--- src/rtl/knn_pkg.sv ---
// Shared types and constants for the KNN distance engine and its lanes.
package knn_pkg;

    typedef enum logic [1:0] {
        IDLE  = 2'd0,
        RUN   = 2'd1,
        DRAIN = 2'd2,
        DONE  = 2'd3
    } state_e;

    typedef enum logic {
        MODE_SQ_EUCLID = 1'b0,
        MODE_MANHATTAN = 1'b1
    } mode_e;

    // Wide enough for any practical DW; the top slices off what it needs.
    localparam int MAX_DW = 128;
    localparam logic [MAX_DW-1:0] DIST_RESET = '1;

    // Accumulator width that can never overflow for an M x N sample of W-bit features.
    function automatic int default_dw(input int m, input int n, input int w);
        return 2 * w + 2 + $clog2(m * n);
    endfunction

endpackage

--- src/rtl/distance_lane.sv ---
// One feature lane: registered signed difference, then registered square or magnitude.
module distance_lane
    import knn_pkg::*;
#(
    parameter int W = 8
) (
    input  logic           clk,
    input  logic           rst,
    input  logic [W-1:0]   in_feat,
    input  logic [W-1:0]   tr_feat,
    input  mode_e          mode,
    output logic [2*W+1:0] mag
);

    logic signed [W:0]     diff_r;
    logic signed [2*W+1:0] diff_x_s;
    logic [2*W+1:0]        square_s;
    logic [W:0]            abs_s;
    logic [2*W+1:0]        mag_next_s;
    logic [2*W+1:0]        mag_r;

    // Stage 1: difference of the sign-extended features.
    always_ff @(posedge clk) begin
        if (rst) begin
            diff_r <= '0;
        end else begin
            diff_r <= $signed({in_feat[W-1], in_feat}) - $signed({tr_feat[W-1], tr_feat});
        end
    end

    // Square and magnitude of the stage-1 difference; mode picks one.
    always_comb begin
        diff_x_s = {{(W+1){diff_r[W]}}, diff_r};
        square_s = $unsigned(diff_x_s * diff_x_s);
        if (diff_r[W]) begin
            abs_s = $unsigned(-diff_r);
        end else begin
            abs_s = $unsigned(diff_r);
        end
        if (mode == MODE_MANHATTAN) begin
            mag_next_s = {{(W+1){1'b0}}, abs_s};
        end else begin
            mag_next_s = square_s;
        end
    end

    // Stage 2 register.
    always_ff @(posedge clk) begin
        if (rst) begin
            mag_r <= '0;
        end else begin
            mag_r <= mag_next_s;
        end
    end

    assign mag = mag_r;

endmodule

--- src/rtl/knn_distance_engine.sv ---
// Lane-parallel squared-Euclidean / Manhattan distance between a query and a training sample.
module knn_distance_engine
    import knn_pkg::*;
#(
    parameter int M     = 4,
    parameter int N     = 4,
    parameter int W     = 8,
    parameter int LANES = 2,
    parameter int DW    = default_dw(M, N, W)
) (
    input  logic          clk,
    input  logic          rst,
    input  logic          start,
    input  logic          mode,
    input  logic [W-1:0]  training_data [0:M*N-1],
    input  logic [W-1:0]  training_data_type,
    input  logic [W-1:0]  input_data [0:M*N-1],
    output logic          busy,
    output logic [DW-1:0] distance,
    output logic [W-1:0]  data_type,
    output logic          saturated,
    output logic          done
);

    localparam int FEATS = M * N;
    localparam int BEATS = FEATS / LANES;
    localparam int BW    = (BEATS > 1) ? $clog2(BEATS) : 1;
    localparam int IW    = (FEATS > 1) ? $clog2(FEATS) : 1;
    localparam int LW    = 2 * W + 2;
    localparam int SW    = LW + $clog2(LANES) + 1;
    localparam int XW    = ((DW > SW) ? DW : SW) + 1;
    localparam logic [BW-1:0] LAST_BEAT = BW'(BEATS - 1);
    localparam logic [DW-1:0] DIST_MAX  = DIST_RESET[DW-1:0];

    if ((FEATS % LANES) != 0) begin : g_lanes_check
        $error("knn_distance_engine: LANES must divide M*N");
    end

    state_e         state_r;
    state_e         state_next_s;
    logic [BW-1:0]  beat_r;
    logic           drain_r;
    mode_e          mode_r;
    logic [W-1:0]   label_r;
    logic           v1_r;
    logic           v2_r;
    logic [DW-1:0]  acc_r;
    logic           sticky_r;
    logic           accept_s;
    logic           issue_s;
    logic           finish_s;
    logic [IW-1:0]  lane_idx_s [LANES];
    logic [W-1:0]   lane_in_s  [LANES];
    logic [W-1:0]   lane_tr_s  [LANES];
    logic [LW-1:0]  lane_mag_s [LANES];
    logic [SW-1:0]  tree_s;
    logic [XW-1:0]  acc_sum_s;
    logic           acc_ovf_s;

    // State register.
    always_ff @(posedge clk) begin
        if (rst) begin
            state_r <= IDLE;
        end else begin
            state_r <= state_next_s;
        end
    end

    // Next-state logic; the second DRAIN cycle hands over to DONE.
    always_comb begin
        state_next_s = state_r;
        case (state_r)
            IDLE:    if (start) state_next_s = RUN;   else state_next_s = IDLE;
            RUN:     if (beat_r == LAST_BEAT) state_next_s = DRAIN; else state_next_s = RUN;
            DRAIN:   if (drain_r) state_next_s = DONE; else state_next_s = DRAIN;
            DONE:    state_next_s = IDLE;
            default: state_next_s = IDLE;
        endcase
    end

    // Control decode from the current state.
    always_comb begin
        accept_s = 1'b0;
        issue_s  = 1'b0;
        finish_s = 1'b0;
        case (state_r)
            IDLE:    accept_s = start;
            RUN:     issue_s  = 1'b1;
            DRAIN:   issue_s  = 1'b0;
            DONE:    finish_s = 1'b1;
            default: finish_s = 1'b0;
        endcase
    end

    // Beat counter and drain-cycle marker.
    always_ff @(posedge clk) begin
        if (rst) begin
            beat_r  <= '0;
            drain_r <= 1'b0;
        end else begin
            drain_r <= (state_r == DRAIN);
            if (accept_s) begin
                beat_r <= '0;
            end else if (issue_s && (beat_r != LAST_BEAT)) begin
                beat_r <= beat_r + 1'b1;
            end
        end
    end

    // Row-major feature selection for the current beat.
    always_comb begin
        for (int l = 0; l < LANES; l++) begin
            lane_idx_s[l] = IW'(int'(beat_r) * LANES + l);
            lane_in_s[l]  = input_data[lane_idx_s[l]];
            lane_tr_s[l]  = training_data[lane_idx_s[l]];
        end
    end

    for (genvar l = 0; l < LANES; l++) begin : g_lane
        distance_lane #(.W(W)) u_lane (
            .clk     (clk),
            .rst     (rst),
            .in_feat (lane_in_s[l]),
            .tr_feat (lane_tr_s[l]),
            .mode    (mode_r),
            .mag     (lane_mag_s[l])
        );
    end

    // Adder tree over the lanes plus the saturating accumulate candidate.
    always_comb begin
        tree_s = '0;
        for (int l = 0; l < LANES; l++) begin
            tree_s = tree_s + SW'(lane_mag_s[l]);
        end
        acc_sum_s = XW'(acc_r) + XW'(tree_s);
        if (acc_sum_s > XW'(DIST_MAX)) begin
            acc_ovf_s = 1'b1;
        end else begin
            acc_ovf_s = 1'b0;
        end
    end

    // Start capture, pipeline valids and the sticky-saturating accumulator.
    always_ff @(posedge clk) begin
        if (rst) begin
            v1_r     <= 1'b0;
            v2_r     <= 1'b0;
            acc_r    <= '0;
            sticky_r <= 1'b0;
            mode_r   <= MODE_SQ_EUCLID;
            label_r  <= '0;
        end else begin
            v1_r <= issue_s;
            v2_r <= v1_r;
            if (accept_s) begin
                acc_r    <= '0;
                sticky_r <= 1'b0;
                mode_r   <= mode_e'(mode);
                label_r  <= training_data_type;
            end else if (v2_r) begin
                if (acc_ovf_s) begin
                    acc_r    <= DIST_MAX;
                    sticky_r <= 1'b1;
                end else begin
                    acc_r <= acc_sum_s[DW-1:0];
                end
            end
        end
    end

    // Output registers; busy stays up through the cycle after DONE.
    always_ff @(posedge clk) begin
        if (rst) begin
            busy      <= 1'b0;
            done      <= 1'b0;
            distance  <= DIST_MAX;
            data_type <= '0;
            saturated <= 1'b0;
        end else begin
            busy <= (state_r != IDLE) || accept_s;
            done <= finish_s;
            if (finish_s) begin
                distance  <= acc_r;
                data_type <= label_r;
                saturated <= sticky_r;
            end
        end
    end

endmodule

--- config.mk ---
export PLATFORM = sky130hd
export DESIGN_NAME = knn_distance_engine
export DESIGN_NICKNAME = d
export VERILOG_FILES = /design/src/rtl/knn_pkg.sv /design/src/rtl/distance_lane.sv /design/src/rtl/knn_distance_engine.sv
export SDC_FILE = /design/constraint.sdc
export NUM_CORES = 1
export LEC_CHECK = 0
export CORE_ASPECT_RATIO = 0.5
export CORE_UTILIZATION = 50
export CTS_CLUSTER_SIZE = 28
export DETAILED_ROUTE_END_ITERATION = 6
export DONT_BUFFER_PORTS = 1
export SETUP_SLACK_MARGIN = 0.02
export SLEW_MARGIN = 0
export SYNTH_ARGS = -nofsm -noshare
export SYNTH_HDL_FRONTEND = slang
export SYNTH_SLANG_ARGS = --single-unit
export TNS_END_PERCENT = 1
--- constraint.sdc ---
create_clock -name clk -period 6 [get_ports clk]
set_clock_uncertainty 0.05 [all_clocks]
set_input_delay 1.5 -clock clk [delete_from_list [all_inputs] [get_ports clk]]
set_output_delay 1.5 -clock clk [all_outputs]
set_load 0.05 [all_outputs]
[After elaboration in Yosys (flattened, before gate mapping)]
Cells that the tools add are included.
Cells by class
  order comparisons: 3
  reduce and logical (&&, ||, !) cells: 7
  $mul: 2
  equality and inequality tests: 5
  bitwise logic cells: 2
  add/subtract/negate cells: 8
  mux-type cells: 25
Operators by type and width (count)
  $bmux W8 S4: 4
  $mux W8: 8
  $mul A9 B9 Y18: 2
  $mux W9: 4
  $add A22 B19 Y23: 1
  $gt A23 B22 Y1 const B: 1
  $mux W22: 1
  $add A18 B18 Y19: 1
  $neg A9 Y9: 2
  $sub A8 B8 Y9: 2
  $ge A5 B5 Y1 const B: 2
  $not A4 Y5: 2
  $pmux W2 S4: 1
  $mux W1: 6
  $add A4 B1 Y4 const B: 1
  $eq A2 B2 Y1 const B: 2
  $reduce_or A2 Y1: 2
  $add A3 B1 Y3 const B: 1
  $eq A3 B3 Y1 const B: 1
  $ne A3 B3 Y1 const B: 1
  $eq A2 B1 Y1 const B: 1
  $logic_not A2 Y1: 1
  $mux W2: 1
  $reduce_and A2 Y1: 1
  other kinds (3): 3
Storage, ports and cells
  output and inout bits: 33
  logic and storage cells: 72
  bits in registers: 127
  input port bits: 268

[Longest topological paths before layout]
Gate-level depths: netlist of the first run.
  depth after elaboration: 6
  mapped depth: 20
  gate-level depth less buffers: 19

[Modules after synthesis]
Synthesis of the first run repeated with hierarchy kept, for this count alone.
Second synthesis, totals
  cells, all modules: 1463
  area total of the unflattened synthesis: 13725.7 um^2
By module, submodules not included
  knn_distance_engine: area each 5811.8 um^2, instances 1, seq. area each 1461.4 um^2, cells each 577
  distance_lane (g_lane[1].u_lane): area each 3957.5 um^2, instances 1, seq. area each 540.5 um^2, cells each 442
  distance_lane (g_lane[0].u_lane): area each 3956.3 um^2, instances 1, seq. area each 540.5 um^2, cells each 444

[Least setup slack after synthesis of the first run]
No wires, ideal clock.
  path kind: register to register
  from: register g_lane[1].u_lane.diff_r[8]
  to: register g_lane[1].u_lane.mag_r[17]
  period minus slack after synthesis: 5.052 ns
  path slack: 0.948 ns
  data required time: 5.880 ns
  stages on the path, launching flop included: 18
  arrival time: 4.932 ns
  library setup time: 0.070 ns
  buffers on the path: 2
  cells stage by stage: dfxtp_1 clkbuf_1 clkbuf_1 nand2_1 fa_1 inv_1 fa_1 fa_1 fa_1 fa_1 ha_1 o21a_1 o31a_1 o211ai_1 a21oi_1 nor3_1 or3_1 a21oi_1
Between the ends
  cells in the longest elaborated chain, start to end: 1
RTL lines
  start, declared: RTL line distance_lane.sv:15  | logic signed [W:0] diff_r;
  start signal, assigned: RTL line distance_lane.sv:27  | diff_r <= $signed({in_feat[W-1], in_feat}) - $signed({tr_feat[W-1], tr_feat});
  $mul A9 B9 Y18: RTL line distance_lane.sv:34  | square_s = $unsigned(diff_x_s * diff_x_s);
  end signal, assigned: RTL line distance_lane.sv:52  | mag_r <= mag_next_s;
  end, declared: RTL line distance_lane.sv:20  | logic [2*W+1:0] mag_r;
Every way passes these cells.
A chain may end at the register's enable or synchronous reset.

[Worst setup path in the final report of the first run]
  from: register g_lane[1].u_lane.diff_r[1]
  to: register g_lane[1].u_lane.mag_r[16]
The elaborated chain is that of the path after synthesis.

==> results of run 1 <==
==> through the flow <==
| step | instances | setup slack [ps] | hold WS (ps) |
|---|---|---|---|
| after floorplan | 1418 | 948 | 364 |
| after detailed placement | 1708 | 725 | 388 |
| after global placement | 1708 | 851 | 382 |
| final | 1744 | 630 | 398 |
| after CTS | 1740 | 699 | 397 |
| after global routing | 1741 | 172 | 428 |
==> state kept, by name (all words and copies together), names as in the netlist, 3 cells and up, named ones only <==
register and flops:
distance 22, beat_r 3, g_lane.u_lane.diff_r 18, label_r 8
g_lane.u_lane.mag 36, data_type 8, acc_r 22
==> final timing paths <==
| check | to | cells after the start | slack, ps |
|---|---|---|---|
| hold / removal | data_type[1]$_SDFFE_PP0P_ | 2 | 400 |
| hold reg to reg | data_type[1]$_SDFFE_PP0P_ | 2 | 400 |
| setup / recovery | g_lane[1].u_lane.mag[16]$_SDFF_PP0_ | 17 | 630 |
| setup reg to reg | g_lane[1].u_lane.mag[16]$_SDFF_PP0_ | 17 | 630 |
==> cells in the mapped netlist, types with 22 or more instances <==
master / instances
dfxtp_1: 127
xor2_1: 26
ha_1: 128
a21oi_1: 65
nor2b_1: 27
o21ai_0: 43
nand2_1: 158
fa_1: 133
a31oi_1: 24
mux2i_1: 24
clkbuf_1: 56
nand3b_1: 22
inv_1: 180
mux4_2: 64
xnor2_1: 47
nor2_1: 87
==> layer usage <==
metal  part of all wire, %  vias to the layer above  track usage (%)
met2                    44                      309             38.8
met4                   1.7                        4             8.16
met3                   7.0                       38             6.69
met5                 0.066                        -                0
met1                    47                     5008             37.9
li1                      -                     4710                -
==> area by class of cell <==
cell class                 instances  area (µm²)  share of cell area (%)
multi-input combinational       1041        9940                    69.5
sequential                       127        2550                    17.8
inverter                         180         676                    4.72
clock buffer                      20         457                    3.19
tap                              352         440                    3.08
clock inverter                    12         179                    1.25
timing repair buffer               8        60.1                   0.420
antenna                            4        10.0                  0.0699
==> power by group through the flow <==
stage / Sequential (mW) / Clock [mW] / Combinational (mW)
floorplan: 1.03 / 0 / 2.35
global placement: 1.12 / 0 / 2.84
detailed placement: 1.12 / 0 / 2.89
CTS: 1.10 / 1.16 / 2.93
global route: 1.12 / 1.20 / 3.33
finish: 1.11 / 1.13 / 2.91
==> worst register-to-register path: cells and delay by family, from the launching register on <==
kind                     cells  cell delay (ps)
AO/OA/AOI/OAI                6             1000
flip-flops                   1              590
buffers and inverters        3              320
AND/OR/NAND/NOR              1              230
adder cells (fa/ha/maj)      6             2870
multiplexers                 1              230
==> cell families after synthesis <==
| logic type | count (synthesis) | synth area share, % |
|---|---|---|
| muxes | 105 | 13.9 |
| and+or+nand+nor | 387 | 13.5 |
| adders and majority gates | 261 | 31.7 |
| AOI/OAI and AO/OA | 215 | 10.0 |
| buffers and inverters | 250 | 7.21 |
| xor gates and xnor gates | 73 | 4.75 |
| DFF | 127 | 18.9 |
==> impl_metrics.xml, run 1 <==
<?xml version="1.0" encoding="UTF-8"?>
<metrics>
  <group name="status">
    <metric name="run_status" unit="">finished with violations</metric>
    <metric name="failed_checks" unit="">DRC</metric>
  </group>
  <group name="floorplanning">
    <metric name="die_extent_in_y" unit="µm">118</metric>
    <metric name="rows" unit="">42</metric>
    <metric name="floorplan.initialDensity" unit="%">50.9</metric>
    <metric name="dieArea" unit="µm²">27600</metric>
    <metric name="ioPinCount" unit="">301</metric>
    <metric name="die_x_extent" unit="µm">234</metric>
    <metric name="floorplan.core_area" unit="µm²">26400</metric>
  </group>
  <group name="logic_synthesis">
    <metric name="postSynthRegisterBits" unit="">127</metric>
    <metric name="postSynthCellCount" unit="">1418</metric>
    <metric name="synth_top_cell_area_share" unit="%">19.8</metric>
    <metric name="dominantRegCellSynth" unit="">dfxtp_1</metric>
    <metric name="ys_warn_count" unit="">0</metric>
    <metric name="synth_cell_type_count" unit="">61</metric>
    <metric name="synth.yosys.seq_area_share" unit="%">18.9</metric>
    <metric name="synth_largest_area_cell" unit="">fa_1</metric>
    <metric name="yosys-top-cells-area" unit="">fa_1, dfxtp_1, ha_1</metric>
    <metric name="synth_edf_count" unit="">0</metric>
    <metric name="syn_area" unit="µm²">13500</metric>
    <metric name="synth.net_count" unit="">1947</metric>
    <metric name="synth_async_sr_flop_share" unit="%">0</metric>
    <metric name="synthesized_area_divided_by_synthesized_cell_count" unit="µm²">9.49</metric>
  </group>
  <group name="clocking">
    <metric name="clock_sinks" unit="">127</metric>
    <metric name="cts.clk_slew.worst_paths" unit="ps">60</metric>
    <metric name="clock-root-buffer" unit="">clkbuf_16</metric>
    <metric name="cts-resized-gates" unit="">0</metric>
    <metric name="post_cts_hold_buffer_count" unit="">0</metric>
    <metric name="cts-root-to-sink-buffers" unit="">2</metric>
    <metric name="ctsHtreeMaxLevel" unit="">4</metric>
    <metric name="cts_buffers" unit="">17</metric>
    <metric name="postCtsSetupRepairBufs" unit="">0</metric>
    <metric name="clkLatencyLatePin" unit="ps">440</metric>
    <metric name="tritoncts" unit="">built</metric>
  </group>
  <group name="timing">
    <metric name="setup_repair_after_global_routing_missed_its_margin" unit="">false</metric>
    <metric name="period_share" unit="%">89.5</metric>
    <metric name="tightest_slew_margin_relative_to_the_limit" unit="%">29.6</metric>
    <metric name="finalSetupViolCount" unit="">0</metric>
    <metric name="max_freq" unit="MHz">186</metric>
    <metric name="tns" unit="ps">0</metric>
    <metric name="report.final.hold_viol_count" unit="">0</metric>
    <metric name="maxSlewViolCount" unit="">0</metric>
    <metric name="tightest_slew" unit="ps">1050</metric>
    <metric name="fin_crit" unit="ps">5370</metric>
  </group>
  <group name="finish">
    <metric name="syn_to_final_growth" unit="%">6.40</metric>
    <metric name="layout.cells.most_common_list" unit="">inv_1, nand2_1, fa_1, ha_1, dfxtp_1</metric>
    <metric name="layout-drive-gt1-share" unit="%">10.0</metric>
    <metric name="layout.cells.most_common" unit="">inv_1</metric>
    <metric name="nets" unit="">1904</metric>
    <metric name="post_layout_instance_area" unit="µm²">14300</metric>
    <metric name="fillers" unit="">2425</metric>
    <metric name="layout.core_utilization" unit="%">54.2</metric>
  </group>
  <group name="global_route">
    <metric name="grt_start_max_net_pins" unit="">88</metric>
    <metric name="grt_pass1_wl" unit="µm">55100</metric>
    <metric name="grt.total_usage" unit="%">26.4</metric>
    <metric name="number_of_antenna_violations_at_the_first_check_in_global_routing" unit="">3</metric>
    <metric name="grt_pass1_vias" unit="">10000</metric>
    <metric name="global_route_overflow" unit="">0</metric>
  </group>
  <group name="power">
    <metric name="switching_power" unit="mW">2.21</metric>
    <metric name="comb_power_share" unit="%">56.5</metric>
    <metric name="power.static_leakage" unit="nW">6.58</metric>
    <metric name="power_frac_seq" unit="%">21.4</metric>
    <metric name="power_frac_clock" unit="%">22.0</metric>
    <metric name="pwrdens" unit="nW/µm²">360</metric>
    <metric name="switching_share" unit="%">42.8</metric>
    <metric name="vdd.ir_drop.worst" unit="V">0.000201</metric>
    <metric name="p_int" unit="mW">2.95</metric>
    <metric name="finalPower" unit="mW">5.15</metric>
  </group>
  <group name="place">
    <metric name="finalWeightedCongestion" unit="">0.968</metric>
    <metric name="hpwl" unit="µm">28700</metric>
    <metric name="place_area" unit="µm²">13700</metric>
    <metric name="placement.io_buffers" unit="">0</metric>
  </group>
  <group name="worst_setup_path">
    <metric name="cpPeakStageDelay" unit="ps">590</metric>
    <metric name="worstPathRequired" unit="ps">6320</metric>
    <metric name="crit_path_dat" unit="ps">5690</metric>
    <metric name="critPathBufInv" unit="">3</metric>
    <metric name="worst_setup_path_start_kind" unit="">register</metric>
    <metric name="timing.critical_path.slowest_stage_cell" unit="">dfxtp_1</metric>
    <metric name="cp_max_fo" unit="">12</metric>
    <metric name="crit_top_cell" unit="">fa_1</metric>
    <metric name="cp-startpoint" unit="">g_lane[1].u_lane.diff_r[1]$_SDFF_PP0_</metric>
    <metric name="crit_chain" unit="">inv_1 &gt; nor2_1 &gt; inv_1 &gt; fa_1 &gt; inv_1 &gt; fa_1 &gt; fa_1 &gt; fa_1 &gt; fa_1 &gt; ha_1 &gt; o21ai_0 &gt; o21bai_1 &gt; a31oi_1 &gt; o21ai_0 &gt; o21ai_0 &gt; a21oi_1 &gt; mux2i_1</metric>
    <metric name="critical_path.endpoint_type" unit="">register</metric>
    <metric name="r2r_start" unit="">g_lane[1].u_lane.diff_r[1]$_SDFF_PP0_</metric>
    <metric name="cpLargestDelayFamily" unit="">adder cells</metric>
    <metric name="type_of_the_worst_setup_path" unit="">register to register</metric>
  </group>
  <group name="route">
    <metric name="final_antenna_net_count" unit="">0</metric>
    <metric name="postRouteWirelength" unit="µm">35000</metric>
    <metric name="drt-pass1-iter-count" unit="">7</metric>
    <metric name="remaining_drc_errors" unit="">9</metric>
    <metric name="avgRoutedWirePerCell" unit="µm">20.1</metric>
    <metric name="dr.first_iter.drc_count" unit="">585</metric>
    <metric name="detailroute.via_count" unit="">10100</metric>
    <metric name="routed_via_density" unit="">5.77</metric>
  </group>
  <group name="flow_run">
    <metric name="cap_viol_max_count" unit="">0</metric>
  </group>
  <group name="min_path">
    <metric name="hp-class" unit="">register to register</metric>
    <metric name="min_from" unit="">label_r[1]$_SDFFE_PP0P_</metric>
  </group>
</metrics>
Note: power is estimated with default switching activity, not from simulation.
==> run 2: changes to the inputs <==
HOLD_SLACK_MARGIN = 0.06   (was default)
clock period = 6.6 ns   (was 6 ns; I/O delays follow)
==> run 2 against run 1 <==
The run still ends with DRC left; design area is 0.33% lower; via count is 1.6% lower; hold slack worse by 9.1 ps; sequential power is 10% lower; largest power group unchanged; flip-flop and latch count stayed put; register-to-register slack better by 660 ps; cell count stayed put; setup slack better by 660 ps; sequential share of layout area is 0.059 points higher; total power is 11% lower; global-route usage is 0.54 points lower.
==> impl_metrics.xml, run 2 (synthesized netlist as in run 1, its figures left out) <==
<?xml version="1.0" encoding="UTF-8"?>
<metrics>
  <group name="power">
    <metric name="power_frac_seq" unit="%">21.7</metric>
    <metric name="p_int" unit="mW">2.62</metric>
    <metric name="vdd.ir_drop.worst" unit="V">0.000253</metric>
    <metric name="power_frac_clock" unit="%">20.8</metric>
    <metric name="switching_share" unit="%">43.0</metric>
    <metric name="comb_power_share" unit="%">57.5</metric>
    <metric name="power.static_leakage" unit="nW">6.55</metric>
    <metric name="switching_power" unit="mW">1.98</metric>
    <metric name="pwrdens" unit="nW/µm²">322</metric>
  </group>
  <group name="timing">
    <metric name="finalSetupViolCount" unit="">0</metric>
    <metric name="period_share" unit="%">80.5</metric>
    <metric name="tns" unit="ps">0</metric>
    <metric name="max_freq" unit="MHz">188</metric>
    <metric name="fin_crit" unit="ps">5310</metric>
    <metric name="setup_repair_after_global_routing_missed_its_margin" unit="">false</metric>
    <metric name="tightest_slew_margin_relative_to_the_limit" unit="%">13.6</metric>
    <metric name="report.final.hold_viol_count" unit="">0</metric>
    <metric name="whs" unit="ps">388</metric>
    <metric name="tightest_slew" unit="ps">1290</metric>
    <metric name="worst_slack" unit="ps">1290</metric>
    <metric name="maxSlewViolCount" unit="">0</metric>
  </group>
  <group name="worst_setup_path">
    <metric name="crit_path_dat" unit="ps">5580</metric>
    <metric name="worst_setup_path_start_kind" unit="">register</metric>
    <metric name="critical_path.endpoint_type" unit="">register</metric>
    <metric name="cp_max_fo" unit="">11</metric>
    <metric name="worstPathRequired" unit="ps">6860</metric>
    <metric name="type_of_the_worst_setup_path" unit="">register to register</metric>
  </group>
  <group name="finish">
    <metric name="nets" unit="">1903</metric>
    <metric name="post_layout_instance_area" unit="µm²">14300</metric>
    <metric name="layout-drive-gt1-share" unit="%">9.66</metric>
    <metric name="layout.cells.most_common" unit="">inv_1</metric>
    <metric name="layout.cells.most_common_list" unit="">inv_1, nand2_1, fa_1, ha_1, dfxtp_1</metric>
    <metric name="syn_to_final_growth" unit="%">6.05</metric>
    <metric name="largest_reg_flops" unit="">36</metric>
    <metric name="layout.core_utilization" unit="%">54.0</metric>
  </group>
  <group name="clocking">
    <metric name="cts-root-to-sink-buffers" unit="">2</metric>
    <metric name="clock_sinks" unit="">127</metric>
    <metric name="clock-root-buffer" unit="">clkbuf_16</metric>
    <metric name="postCtsSetupRepairBufs" unit="">0</metric>
    <metric name="tritoncts" unit="">built</metric>
    <metric name="cts_buffers" unit="">17</metric>
    <metric name="ctsHtreeMaxLevel" unit="">4</metric>
    <metric name="cts.clk_slew.worst_paths" unit="ps">60</metric>
    <metric name="cts-resized-gates" unit="">0</metric>
    <metric name="clkLatencyLatePin" unit="ps">440</metric>
    <metric name="post_cts_hold_buffer_count" unit="">0</metric>
  </group>
  <group name="route">
    <metric name="dr.first_iter.drc_count" unit="">663</metric>
    <metric name="routed_via_density" unit="">5.68</metric>
    <metric name="postRouteWirelength" unit="µm">34000</metric>
    <metric name="remaining_drc_errors" unit="">12</metric>
    <metric name="final_antenna_net_count" unit="">0</metric>
    <metric name="drt-pass1-iter-count" unit="">7</metric>
    <metric name="detailroute.via_count" unit="">9912</metric>
    <metric name="avgRoutedWirePerCell" unit="µm">19.5</metric>
  </group>
  <group name="global_route">
    <metric name="grt_pass1_wl" unit="µm">53800</metric>
    <metric name="grt.total_usage" unit="%">25.8</metric>
    <metric name="grt_pass1_vias" unit="">9907</metric>
    <metric name="number_of_antenna_violations_at_the_first_check_in_global_routing" unit="">3</metric>
    <metric name="global_route_overflow" unit="">0</metric>
    <metric name="grt_start_max_net_pins" unit="">88</metric>
  </group>
  <group name="floorplanning">
    <metric name="die_extent_in_y" unit="µm">118</metric>
    <metric name="floorplan.initialDensity" unit="%">50.9</metric>
    <metric name="rows" unit="">42</metric>
    <metric name="ioPinCount" unit="">301</metric>
    <metric name="floorplan.core_area" unit="µm²">26400</metric>
    <metric name="die_x_extent" unit="µm">234</metric>
    <metric name="dieArea" unit="µm²">27600</metric>
  </group>
  <group name="place">
    <metric name="finalWeightedCongestion" unit="">0.966</metric>
    <metric name="dp_slack" unit="ps">1310</metric>
    <metric name="placement.io_buffers" unit="">0</metric>
    <metric name="hpwl" unit="µm">28200</metric>
    <metric name="place_area" unit="µm²">13700</metric>
  </group>
  <group name="status">
    <metric name="run_status" unit="">finished with violations</metric>
    <metric name="failed_checks" unit="">DRC</metric>
  </group>
  <group name="min_path">
    <metric name="hp-class" unit="">register to register</metric>
  </group>
  <group name="flow_run">
    <metric name="cap_viol_max_count" unit="">0</metric>
  </group>
</metrics>
-- run 2: power groups by stage --
stage          Sequential (mW)  Clock, mW  Combinational [mW]
5_1_grt                   1.02       1.01                3.04
2_1_floorplan            0.932          0                2.13
3_5_place_dp              1.02          0                2.63
3_3_place_gp              1.01          0                2.60
4_1_cts                  0.999      0.986                2.67
6_report                 0.999      0.957                2.64
-- run 2: worst paths after layout --
check / from / cells past startpoint / endpoint / slack, ps
hold / removal: v1_r$_SDFF_PP0_ / 1 / v2_r$_SDFF_PP0_ / 390
setup / recovery: g_lane[0].u_lane.diff_r[7]$_SDFF_PP0_ / 17 / g_lane[0].u_lane.mag[17]$_SDFF_PP0_ / 1290
hold reg to reg: v1_r$_SDFF_PP0_ / 1 / v2_r$_SDFF_PP0_ / 390
setup reg to reg: g_lane[0].u_lane.diff_r[7]$_SDFF_PP0_ / 17 / g_lane[0].u_lane.mag[17]$_SDFF_PP0_ / 1290
-- run 2: metal layers --
layer / vias up / wire, µm / GRT usage (%)
met5: - / 0 / 1.29
met4: 0 / 529 / 6.57
met3: 31 / 2850 / 8.72
met2: 339 / 15200 / 38.6
met1: 4836 / 15400 / 35.6
li1: 4706 / - / -
-- run 2: worst max-delay path, stage by stage, from the launching register on --
cell and delay (ps):
dfxtp_1 580, inv_1 170, nor2_1 210, inv_1 100, fa_1 510, inv_1 50
fa_1 480, fa_1 560, fa_1 430, fa_1 440, ha_1 340, o21a_1 200
o31a_1 120, o211ai_1 220, a21oi_1 120, nor4b_1 360, or3_1 170, a21oi_1 60
-- run 2: cell type report --
cell class	count	area, µm²
Antenna cell	5	12.5
Clock buffer	24	493
Clock inverter	8	103
Fill cell	2391	12200
Inverter	180	676
Multi-Input combinational cell	1041	9940
Sequential cell	127	2550
Tap cell	352	440
Timing Repair Buffer	7	52.6
-- run 2: per-stage QoR --
step,instances,power [mW]
floorplan,1418,3.07
global placement,1707,3.62
detailed placement,1707,3.65
CTS,1739,4.65
global route,1741,5.07
finish,1744,4.60
==> run 3: changes to the inputs <==
clock period = 5 ns   (was 6.6 ns; I/O delays follow)
==> run 3 against run 2 <==
Critical endpoint is now g_lane[1].u_lane.mag[17]$_SDFF_PP0_; via count up 0.89%; non-clock buffer count up 41; largest cell class unchanged; register-to-register slack worse by 1100 ps; utilization up 1.5 points; clock power up 25%; highest routed layer is now met5; fmax up 9.9%; hold slack better by 9.5 ps; the flow still finishes with violations (DRC); wire length up 4.2%; cell count up 2.0%; sequential power up 27%.
==> impl_metrics.xml, run 3 (synthesized netlist as in run 1, its figures left out) <==
<?xml version="1.0" encoding="UTF-8"?>
<metrics>
  <group name="place">
    <metric name="placement.io_buffers" unit="">0</metric>
    <metric name="dpl.cell_count" unit="">1745</metric>
    <metric name="hpwl" unit="µm">29200</metric>
    <metric name="finalWeightedCongestion" unit="">1.01</metric>
  </group>
  <group name="floorplanning">
    <metric name="ioPinCount" unit="">301</metric>
    <metric name="dieArea" unit="µm²">27600</metric>
    <metric name="die_x_extent" unit="µm">234</metric>
    <metric name="rows" unit="">42</metric>
    <metric name="floorplan.core_area" unit="µm²">26400</metric>
    <metric name="floorplan.initialDensity" unit="%">50.9</metric>
    <metric name="die_extent_in_y" unit="µm">118</metric>
  </group>
  <group name="finish">
    <metric name="layout-drive-gt1-share" unit="%">14.7</metric>
    <metric name="largest_reg_flops" unit="">36</metric>
    <metric name="layout.core_utilization" unit="%">55.5</metric>
    <metric name="multiInputGateArea" unit="µm²">10100</metric>
    <metric name="layout.area.seq" unit="µm²">2570</metric>
    <metric name="nets" unit="">1944</metric>
    <metric name="final_cells" unit="">1779</metric>
    <metric name="syn_to_final_growth" unit="%">9.09</metric>
    <metric name="layout.cells.most_common" unit="">inv_1</metric>
    <metric name="fillers" unit="">2368</metric>
    <metric name="layout.cells.most_common_list" unit="">inv_1, nand2_1, fa_1, ha_1, dfxtp_1</metric>
  </group>
  <group name="timing">
    <metric name="whs" unit="ps">398</metric>
    <metric name="tightest_slew" unit="ps">1290</metric>
    <metric name="finalSetupViolCount" unit="">0</metric>
    <metric name="setup_repair_after_global_routing_missed_its_margin" unit="">true</metric>
    <metric name="report.final.hold_viol_count" unit="">0</metric>
    <metric name="max_freq" unit="MHz">207</metric>
    <metric name="tightest_slew_margin_relative_to_the_limit" unit="%">13.5</metric>
    <metric name="period_share" unit="%">96.7</metric>
    <metric name="maxSlewViolCount" unit="">0</metric>
    <metric name="fin_crit" unit="ps">4840</metric>
  </group>
  <group name="route">
    <metric name="final_antenna_net_count" unit="">0</metric>
    <metric name="avgRoutedWirePerCell" unit="µm">19.9</metric>
    <metric name="routed.top_layer" unit="">met5</metric>
    <metric name="met3_length" unit="µm">2260</metric>
    <metric name="wl_met2" unit="µm">16000</metric>
    <metric name="drt-pass1-iter-count" unit="">7</metric>
    <metric name="detailroute.via_count" unit="">10000</metric>
    <metric name="remaining_drc_errors" unit="">16</metric>
    <metric name="postRouteWirelength" unit="µm">35500</metric>
    <metric name="route.layer.met1.wl" unit="µm">16600</metric>
    <metric name="routed_via_density" unit="">5.62</metric>
    <metric name="dr.first_iter.drc_count" unit="">631</metric>
  </group>
  <group name="global_route">
    <metric name="grt_pass1_vias" unit="">10300</metric>
    <metric name="number_of_antenna_violations_at_the_first_check_in_global_routing" unit="">4</metric>
    <metric name="grt_pass1_wl" unit="µm">55300</metric>
    <metric name="grt.total_usage" unit="%">26.6</metric>
    <metric name="global_route_overflow" unit="">0</metric>
    <metric name="grt_start_max_net_pins" unit="">88</metric>
  </group>
  <group name="power">
    <metric name="vdd.ir_drop.worst" unit="V">0.000237</metric>
    <metric name="power.static_leakage" unit="nW">6.75</metric>
    <metric name="pwrdens" unit="nW/µm²">426</metric>
  </group>
  <group name="clocking">
    <metric name="cts.clk_slew.worst_paths" unit="ps">60</metric>
    <metric name="ctsHtreeMaxLevel" unit="">4</metric>
    <metric name="cts-root-to-sink-buffers" unit="">2</metric>
    <metric name="cts_buffers" unit="">17</metric>
    <metric name="clkLatencyLatePin" unit="ps">440</metric>
    <metric name="clock-root-buffer" unit="">clkbuf_16</metric>
    <metric name="tritoncts" unit="">built</metric>
    <metric name="clock_sinks" unit="">127</metric>
  </group>
  <group name="worst_setup_path">
    <metric name="critPathBufInv" unit="">3</metric>
    <metric name="cpLargestDelayFamily" unit="">adder cells</metric>
    <metric name="worst_setup_path_start_kind" unit="">register</metric>
    <metric name="regToRegSetupSlack" unit="ps">160</metric>
    <metric name="crit_top_cell" unit="">fa_1</metric>
    <metric name="worstPathRequired" unit="ps">5330</metric>
    <metric name="type_of_the_worst_setup_path" unit="">register to register</metric>
    <metric name="timing.critical_path.slowest_stage_cell" unit="">fa_1</metric>
    <metric name="crit_chain" unit="">nand2_2 &gt; inv_1 &gt; fa_1 &gt; inv_1 &gt; fa_1 &gt; inv_1 &gt; fa_1 &gt; fa_1 &gt; fa_1 &gt; ha_4 &gt; o21a_1 &gt; o31a_1 &gt; o211ai_1 &gt; a21oi_2 &gt; nor3_2 &gt; or3_1 &gt; a21oi_2</metric>
    <metric name="critical_path.endpoint_type" unit="">register</metric>
    <metric name="cpPeakStageDelay" unit="ps">560</metric>
    <metric name="cp_max_fo" unit="">8</metric>
    <metric name="crit_path_dat" unit="ps">5160</metric>
  </group>
  <group name="min_path">
    <metric name="hp-class" unit="">register to register</metric>
  </group>
  <group name="status">
    <metric name="failed_checks" unit="">DRC</metric>
    <metric name="run_status" unit="">finished with violations</metric>
  </group>
  <group name="flow_run">
    <metric name="cap_viol_max_count" unit="">0</metric>
  </group>
</metrics>
run 3: area by class of cell:
| class | instances | share of cell area (%) |
|---|---|---|
| flip-flops and latches | 127 | 17.5 |
| inverters | 180 | 4.60 |
| well taps | 352 | 3.00 |
| clock inverters | 7 | 0.622 |
| repair buffers | 48 | 2.57 |
| multi-input cells | 1041 | 68.6 |
| diodes | 3 | 0.0512 |
| clock buffers | 21 | 3.07 |
run 3: worst paths after layout:
kind	from	to	depth (start not counted)
worst max-delay path	g_lane[1].u_lane.diff_r[2]$_SDFF_PP0_	g_lane[1].u_lane.mag[17]$_SDFF_PP0_	17
worst min-delay path	label_r[4]$_SDFFE_PP0P_	data_type[4]$_SDFFE_PP0P_	2
worst max register to register	g_lane[1].u_lane.diff_r[2]$_SDFF_PP0_	g_lane[1].u_lane.mag[17]$_SDFF_PP0_	17
worst min register to register	label_r[4]$_SDFFE_PP0P_	data_type[4]$_SDFFE_PP0P_	2
run 3: metal layers:
metal | up-vias | global-route usage (%)
met5 | - | 0
met1 | 4879 | 37.7
met4 | 4 | 6.98
met2 | 304 | 40.4
li1 | 4784 | -
met3 | 29 | 6.61
run 3: repair_timing:
| item | 4_1_cts | 5_1_grt |
|---|---|---|
| endpoints found under the setup margin | 2 | 13 |
| buffers inserted | 0 | 3 |
| gates resized for setup | 1 | 45 |
| hold buffers | 0 | 0 |
| pin swaps | 0 | 8 |
| cloned | 0 | 0 |
run 3: power by group:
part	internal, mW	total (mW)	switching [mW]	leakage [nW]
Combinational	1.68	3.79	2.11	5.44
Clock	0.731	1.20	0.465	0.265
Sequential	1.16	1.27	0.115	1.05
run 3: worst reg2reg max path: cells and delay by family, from the launching register on:
kind | cells | cell delay [ps]
adders and majority gates | 6 | 2860
buffers and inverters | 3 | 180
DFF | 1 | 370
AOI/OAI and AO/OA | 5 | 790
and+or+nand+nor | 3 | 540
run 3: stage by stage:
step,area [µm²],total power [mW],TNS [ps],setup WS [ps]
2_1_floorplan,13500,4.05,0,25.4
3_3_place_gp,14000,4.86,0,131
3_5_place_dp,14000,4.93,-0.558,-0.558
4_1_cts,14500,6.18,0,9.03
5_1_grt,14700,6.86,-86.2,-44.6
6_report,14700,6.25,0,164
